### config.mk
export PLATFORM = sky130hd
export DESIGN_NAME = proc_phase_sequencer
export DESIGN_NICKNAME = d
export VERILOG_FILES = /design/src/rtl/proc_phase_sequencer.sv
export SDC_FILE = /design/constraint.sdc
export NUM_CORES = 1
export LEC_CHECK = 0
export BUFFER_PORTS_ARGS = -buffer_cell sky130_fd_sc_hd__buf_2
export CAP_MARGIN = 20
export CELL_PAD_IN_SITES_DETAIL_PLACEMENT = 2
export CELL_PAD_IN_SITES_GLOBAL_PLACEMENT = 2
export CORE_ASPECT_RATIO = 0.8
export CORE_MARGIN = 8
export CORE_UTILIZATION = 24
export CTS_CLUSTER_DIAMETER = 120
export DETAILED_ROUTE_END_ITERATION = 10
export PLACE_DENSITY = 0.9
export SKIP_CTS_REPAIR_TIMING = 1
export SLEW_MARGIN = 10
export SYNTH_ARGS = -nofsm -noshare
export SYNTH_HDL_FRONTEND = slang
export SYNTH_SLANG_ARGS = --single-unit
export TNS_END_PERCENT = 20
### constraint.sdc
create_clock -name clock -period 2.1 [get_ports clock]
set_input_delay 0.42 -clock clock [delete_from_list [all_inputs] [get_ports clock]]
set_output_delay 0.42 -clock clock [all_outputs]
set_load 0.02 [all_outputs]
### src/rtl/proc_phase_sequencer.sv
// Six-phase instruction sequencer for the multi-cycle MIPS-style core.
// A single clock drives everything; each phase gets a one-cycle enable strobe.
module proc_phase_sequencer #(
    parameter int PC_WIDTH = 12
) (
    input  logic                clock,
    input  logic                reset,
    output logic [PC_WIDTH-1:0] address_imem,
    input  logic [31:0]         imem_q,
    output logic [4:0]          ctrl_readRegA,
    output logic [4:0]          ctrl_readRegB,
    input  logic [31:0]         data_readRegA,
    input  logic [31:0]         data_readRegB,
    input  logic                pc_load,
    input  logic [PC_WIDTH-1:0] pc_target,
    output logic [31:0]         q,
    output logic [31:0]         ALU_reg_test,
    output logic [31:0]         ALU_reg_imm,
    output logic                instr_valid,
    output logic                dmem_wren,
    output logic                dmem_rden,
    output logic                ctrl_writeEnable,
    output logic [4:0]          ctrl_writeReg
);

    typedef enum logic [2:0] {
        S_FETCH,
        S_DECODE,
        S_READ,
        S_EXEC,
        S_MEM,
        S_WB
    } state_t;

    localparam logic [4:0] OP_RTYPE = 5'b00000;
    localparam logic [4:0] OP_ADDI  = 5'b00101;
    localparam logic [4:0] OP_SW    = 5'b00111;
    localparam logic [4:0] OP_LW    = 5'b01000;

    state_t              state_q, state_d;
    logic [PC_WIDTH-1:0] pc_q, pc_d;
    logic [31:0]         instr_q, instr_d;
    logic [31:0]         op_a_q, op_a_d;
    logic [31:0]         op_b_q, op_b_d;
    logic [4:0]          wreg_q, wreg_d;
    logic                valid_q, valid_d;
    logic                wren_q, wren_d;
    logic                rden_q, rden_d;
    logic                we_q, we_d;

    logic [4:0]  opcode;
    logic        uses_imm;
    logic        writes_reg;
    logic [31:0] imm_ext;

    assign opcode     = instr_q[31:27];
    assign uses_imm   = (opcode == OP_ADDI) || (opcode == OP_SW) || (opcode == OP_LW);
    assign writes_reg = (opcode == OP_RTYPE) || (opcode == OP_ADDI) || (opcode == OP_LW);
    assign imm_ext    = {{15{instr_q[16]}}, instr_q[16:0]};

    // Register addresses must reach the regfile in DECODE, before the word is latched.
    always_comb begin
        if (state_q == S_DECODE) begin
            ctrl_readRegA = imem_q[21:17];
            ctrl_readRegB = imem_q[16:12];
        end else begin
            ctrl_readRegA = instr_q[21:17];
            ctrl_readRegB = instr_q[16:12];
        end
    end

    always_comb begin
        state_d = state_q;
        pc_d    = pc_q;
        instr_d = instr_q;
        op_a_d  = op_a_q;
        op_b_d  = op_b_q;
        wreg_d  = wreg_q;
        valid_d = 1'b0;
        wren_d  = 1'b0;
        rden_d  = 1'b0;
        we_d    = 1'b0;
        case (state_q)
            S_FETCH: begin
                state_d = S_DECODE;
            end
            S_DECODE: begin
                instr_d = imem_q;
                wreg_d  = imem_q[26:22];
                state_d = S_READ;
            end
            S_READ: begin
                op_a_d  = data_readRegA;
                op_b_d  = uses_imm ? imm_ext : data_readRegB;
                valid_d = 1'b1;
                state_d = S_EXEC;
            end
            S_EXEC: begin
                pc_d    = pc_load ? pc_target : pc_q + PC_WIDTH'(1);
                wren_d  = (opcode == OP_SW);
                rden_d  = (opcode == OP_LW);
                state_d = S_MEM;
            end
            S_MEM: begin
                we_d    = writes_reg;
                state_d = S_WB;
            end
            S_WB: begin
                state_d = S_FETCH;
            end
            default: begin
                state_d = S_FETCH;
            end
        endcase
    end

    // Strobes are computed one phase early so they are clean registered pulses.
    always_ff @(posedge clock) begin
        if (reset) begin
            state_q <= S_FETCH;
            pc_q    <= '0;
            instr_q <= '0;
            op_a_q  <= '0;
            op_b_q  <= '0;
            wreg_q  <= '0;
            valid_q <= 1'b0;
            wren_q  <= 1'b0;
            rden_q  <= 1'b0;
            we_q    <= 1'b0;
        end else begin
            state_q <= state_d;
            pc_q    <= pc_d;
            instr_q <= instr_d;
            op_a_q  <= op_a_d;
            op_b_q  <= op_b_d;
            wreg_q  <= wreg_d;
            valid_q <= valid_d;
            wren_q  <= wren_d;
            rden_q  <= rden_d;
            we_q    <= we_d;
        end
    end

    assign address_imem     = pc_q;
    assign q                = instr_q;
    assign ALU_reg_test     = op_a_q;
    assign ALU_reg_imm      = op_b_q;
    assign ctrl_writeReg    = wreg_q;
    assign instr_valid      = valid_q;
    assign dmem_wren        = wren_q;
    assign dmem_rden        = rden_q;
    assign ctrl_writeEnable = we_q;

endmodule

==> impl_metrics.prom <==
# TYPE chip_impl_metric gauge
chip_impl_metric{name="fp.dieW",unit="µm"} 171.1
chip_impl_info{name="globalRoute.busiestLayer",value="met2"} 1
chip_impl_metric{name="groute.layer.met2.usage",unit=""} 0.2806
chip_impl_metric{name="layout-area-overhead-vs-synth",unit="%"} 44.67
chip_impl_metric{name="worst-endpoint-required",unit="ns"} 1.68
chip_impl_metric{name="firstDrtPassIters",unit=""} 4
chip_impl_metric{name="worstSkewPairLatency",unit="ns"} 0.41
chip_impl_metric{name="setup_viol_count_final",unit=""} 0
chip_impl_metric{name="regToRegSetupSlack",unit="ns"} 0.21
chip_impl_metric{name="power_frac_seq",unit=""} 0.392
chip_impl_metric{name="grtUsageMet1",unit=""} 0.1942
chip_impl_metric{name="clk_pin_slew_worst_paths",unit="ns"} 0.06
chip_impl_metric{name="worstMarginPinSlew",unit="ns"} 0.8714
chip_impl_metric{name="ys_seq_area_frac",unit=""} 0.4988
chip_impl_metric{name="slew-limit-headroom",unit=""} 0.4191
chip_impl_metric{name="p_clk_frac",unit=""} 0.439
chip_impl_metric{name="finalInstanceArea",unit="mm²"} 0.006678
chip_impl_info{name="cts_tree",value="yes"} 1
chip_impl_metric{name="synth-edff-count",unit=""} 0
chip_impl_metric{name="gp_congestion",unit=""} 0.7700
chip_impl_metric{name="post-route-drc-count",unit=""} 0
chip_impl_metric{name="final.hold.worst_slack",unit="ns"} 0.2454
chip_impl_info{name="clock_tree.root_cell",value="sky130_fd_sc_hd__clkbuf_16"} 1
chip_impl_metric{name="power.share.combinational",unit=""} 0.169
chip_impl_metric{name="drive_gt1_frac",unit=""} 0.3692
chip_impl_metric{name="synth_simple_gate_area_frac",unit=""} 0.2448
chip_impl_metric{name="clock_skew",unit="ns"} 0.01004
chip_impl_info{name="hold_path_class",value="input port to register"} 1
chip_impl_metric{name="synthesis.area_per_instance",unit="µm²"} 8.013
chip_impl_metric{name="cts.path.max_buffers",unit=""} 2
chip_impl_metric{name="worst-path-max-fanout",unit=""} 8
chip_impl_metric{name="grt_max_degree",unit=""} 90
chip_impl_metric{name="route.detailed.wl_per_inst",unit="µm"} 19.30
chip_impl_metric{name="htree_levels",unit=""} 4
chip_impl_metric{name="drt-vias-per-instance",unit=""} 4.679
chip_impl_info{name="critPathKind",value="register to output port"} 1
chip_impl_metric{name="synth.area.mux_share",unit=""} 0.008674
chip_impl_metric{name="detailed_place.area",unit="mm²"} 0.006031
chip_impl_metric{name="synthDistinctLibCells",unit=""} 45
chip_impl_metric{name="yosys_register_bits",unit=""} 115
chip_impl_metric{name="finalWorstPathRequiredPeriod",unit="ns"} 2.015
chip_impl_metric{name="num_io_pins",unit=""} 238
chip_impl_metric{name="report.final.slew_viol_count",unit=""} 0
chip_impl_info{name="cp-end-kind",value="output port"} 1
chip_impl_metric{name="yosys.area_share.adder",unit=""} 0.002711
chip_impl_metric{name="power.switching_fraction",unit=""} 0.2941
chip_impl_metric{name="cell_internal_pwr",unit="W"} 0.004381
chip_impl_metric{name="final_cells",unit=""} 1077
chip_impl_metric{name="worstPathArrival",unit="ns"} 1.59
chip_impl_metric{name="synth_cells",unit=""} 576
chip_impl_metric{name="ir_drop",unit="µV"} 432.8
chip_impl_metric{name="critical_path.max_stage_delay",unit="ns"} 0.47
chip_impl_info{name="ys_top_cells_by_count",value="179 x sky130_fd_sc_hd__nand2_1, 115 x sky130_fd_sc_hd__dfxtp_1, 86 x sky130_fd_sc_hd__a21oi_1"} 1
chip_impl_metric{name="std_cell_rows",unit=""} 45
chip_impl_metric{name="place.detailed.hpwl",unit="µm"} 15290
chip_impl_metric{name="via_count",unit=""} 5039
chip_impl_metric{name="port_buffer_cells",unit=""} 237
chip_impl_metric{name="floorplan.initialDensity",unit=""} 0.2440
chip_impl_metric{name="cts_made_buffers",unit=""} 17
chip_impl_metric{name="global_route.usage.met3",unit=""} 0.06318
chip_impl_info{name="critical_path.slowest_cell",value="sky130_fd_sc_hd__or3b_4"} 1
chip_impl_info{name="path_common_cell",value="sky130_fd_sc_hd__nand2_1"} 1
chip_impl_info{name="synthTopCellsByArea",value="sky130_fd_sc_hd__dfxtp_1 50%, sky130_fd_sc_hd__nand2_1 15%, sky130_fd_sc_hd__a21oi_1 9.3%"} 1
chip_impl_metric{name="maxCapViolations",unit=""} 0
chip_impl_metric{name="clock-sinks",unit=""} 115
chip_impl_metric{name="mappedNetlistArea",unit="mm²"} 0.004616
chip_impl_info{name="ys_dominant_reg_cell",value="sky130_fd_sc_hd__dfxtp_1"} 1
chip_impl_metric{name="synth_top_area_frac",unit=""} 0.4988
chip_impl_metric{name="core_area",unit="mm²"} 0.01892
chip_impl_metric{name="fin_total_pwr",unit="W"} 0.006207
chip_impl_info{name="combinational_family_with_the_most_area_after_synthesis",value="simple AND/OR/NAND/NOR gates"} 1
chip_impl_metric{name="synth-xor-area-share",unit=""} 0
chip_impl_metric{name="drt_iter0_markers",unit=""} 184
chip_impl_info{name="synth_most_common_cell",value="sky130_fd_sc_hd__nand2_1"} 1
chip_impl_info{name="status",value="finished, final reports clean"} 1
chip_impl_info{name="dominant_cell_type_by_area_after_synthesis",value="sky130_fd_sc_hd__dfxtp_1"} 1
chip_impl_metric{name="grt_pass1_wl",unit="µm"} 31190
chip_impl_metric{name="fin_nets",unit=""} 917
chip_impl_info{name="cp-start-kind",value="register"} 1
chip_impl_metric{name="max_clock_freq",unit="MHz"} 496.3
chip_impl_metric{name="p_switching",unit="W"} 0.001826
chip_impl_metric{name="final-hold-violation-count",unit=""} 0
chip_impl_metric{name="leakagePower",unit="nW"} 3.195
chip_impl_metric{name="ys.warnings.count",unit=""} 0
chip_impl_metric{name="grt_usage",unit=""} 0.1665
chip_impl_info{name="crit_chain",value="or3b_4 > nand2_1 > nand2_1 > buf_4"} 1
chip_impl_metric{name="antenna_found_initial",unit=""} 2
chip_impl_metric{name="grt_overflow_total",unit=""} 0
chip_impl_metric{name="post-place-cells",unit=""} 1039
chip_impl_metric{name="vias_in_the_first_global_route",unit=""} 5540
chip_impl_metric{name="floorplan.die.height",unit="µm"} 140.0
chip_impl_metric{name="detail_route.wirelength",unit="µm"} 20780
chip_impl_metric{name="synth_compound_area_frac",unit=""} 0.1903
chip_impl_metric{name="drt.antenna.violating_nets",unit=""} 0
chip_impl_metric{name="ys_async_sr_fraction",unit=""} 0
chip_impl_metric{name="min_period_over_period",unit=""} 0.9594
chip_impl_metric{name="synth.net_count",unit=""} 688
chip_impl_metric{name="die_area",unit="mm²"} 0.02395
chip_impl_metric{name="power-per-cell-area",unit="mW/mm²"} 929.5
## area by class of cell
cell class,instances,area [µm²]
clock buffers,19,452.9
flip-flops and latches,115,2306
well taps,258,322.8
inverters,5,18.77
clock inverters,13,110.1
diodes,1,2.502
fillers,2295,12240
multi-input cells,410,2093
repair buffers,256,1371
## power by group through the flow
stage | Clock [W] | Sequential (W) | Combinational (W)
3_3_place_gp | 0 | 0.00247 | 0.00100
2_1_floorplan | 0 | 0.00263 | 0.000417
4_1_cts | 0.00282 | 0.00243 | 0.00104
5_1_grt | 0.00292 | 0.00245 | 0.00115
3_5_place_dp | 0 | 0.00248 | 0.00103
6_report | 0.00273 | 0.00243 | 0.00105
## state kept, by name (all words and copies together) (netlist names)
name,cells
q,32
ALU_reg_imm,32
ctrl_writeEnable,1
dmem_wren,1
dmem_rden,1
address_imem,12
ALU_reg_test,32
state_q,3
instr_valid,1
## placed cells by master, fill, tap and decap left out, drive strengths merged, types with 6 or more instances in the layout
cell type | Yosys | final
nand2 | 179 | 179
a31oi | 6 | 6
a21oi | 88 | 88
clkbuf | 35 | 19
nand2b | 18 | 18
a22oi | 17 | 17
clkinv | 0 | 6
o21ai | 8 | 8
a211oi | 19 | 19
nand3 | 6 | 6
inv | 5 | 6
dfxtp | 115 | 115
nor2 | 24 | 24
buf | 12 | 256
## layer usage
layer / part of all wire / routed length [µm]
met1: 0.43 / 9040
met2: 0.48 / 9899
met3: 0.076 / 1579
met4: 0.011 / 233
met5: 0.0014 / 30
## final timing paths
check              startpoint          endpoint  cells after the start
max                state_q[1]  ctrl_readRegB[1]                      4
min                imem_q[23]             q[23]                      3
max reg2reg        state_q[1]   ALU_reg_imm[29]                      4
min reg2reg  ALU_reg_test[29]  ALU_reg_test[29]                      2
## critical path, delay by kind of cell, from the launching register on
| kind | cells | cell delay, ns |
|---|---|---|
| flops | 1 | 0.38 |
| simple gates | 3 | 0.66 |
| buf+inv | 1 | 0.16 |
## stage by stage
step	setup slack, ns	TNS, ns	utilization
2_1_floorplan	0.2700	0	-
3_3_place_gp	0.2886	0	0.3188
3_5_place_dp	0.1884	0	0.3188
4_1_cts	-0.1433	-1.175	0.3485
5_1_grt	-0.01969	-0.05908	0.3528
6_report	0.08521	0	0.3530
## kinds of logic after synthesis
family,count (synthesis)
adders and majority gates,1
buffers and inverters,52
DFF,115
muxes,4
AOI/OAI and AO/OA,147
and+or+nand+nor,257
Power figures use the tool's default switching activity.
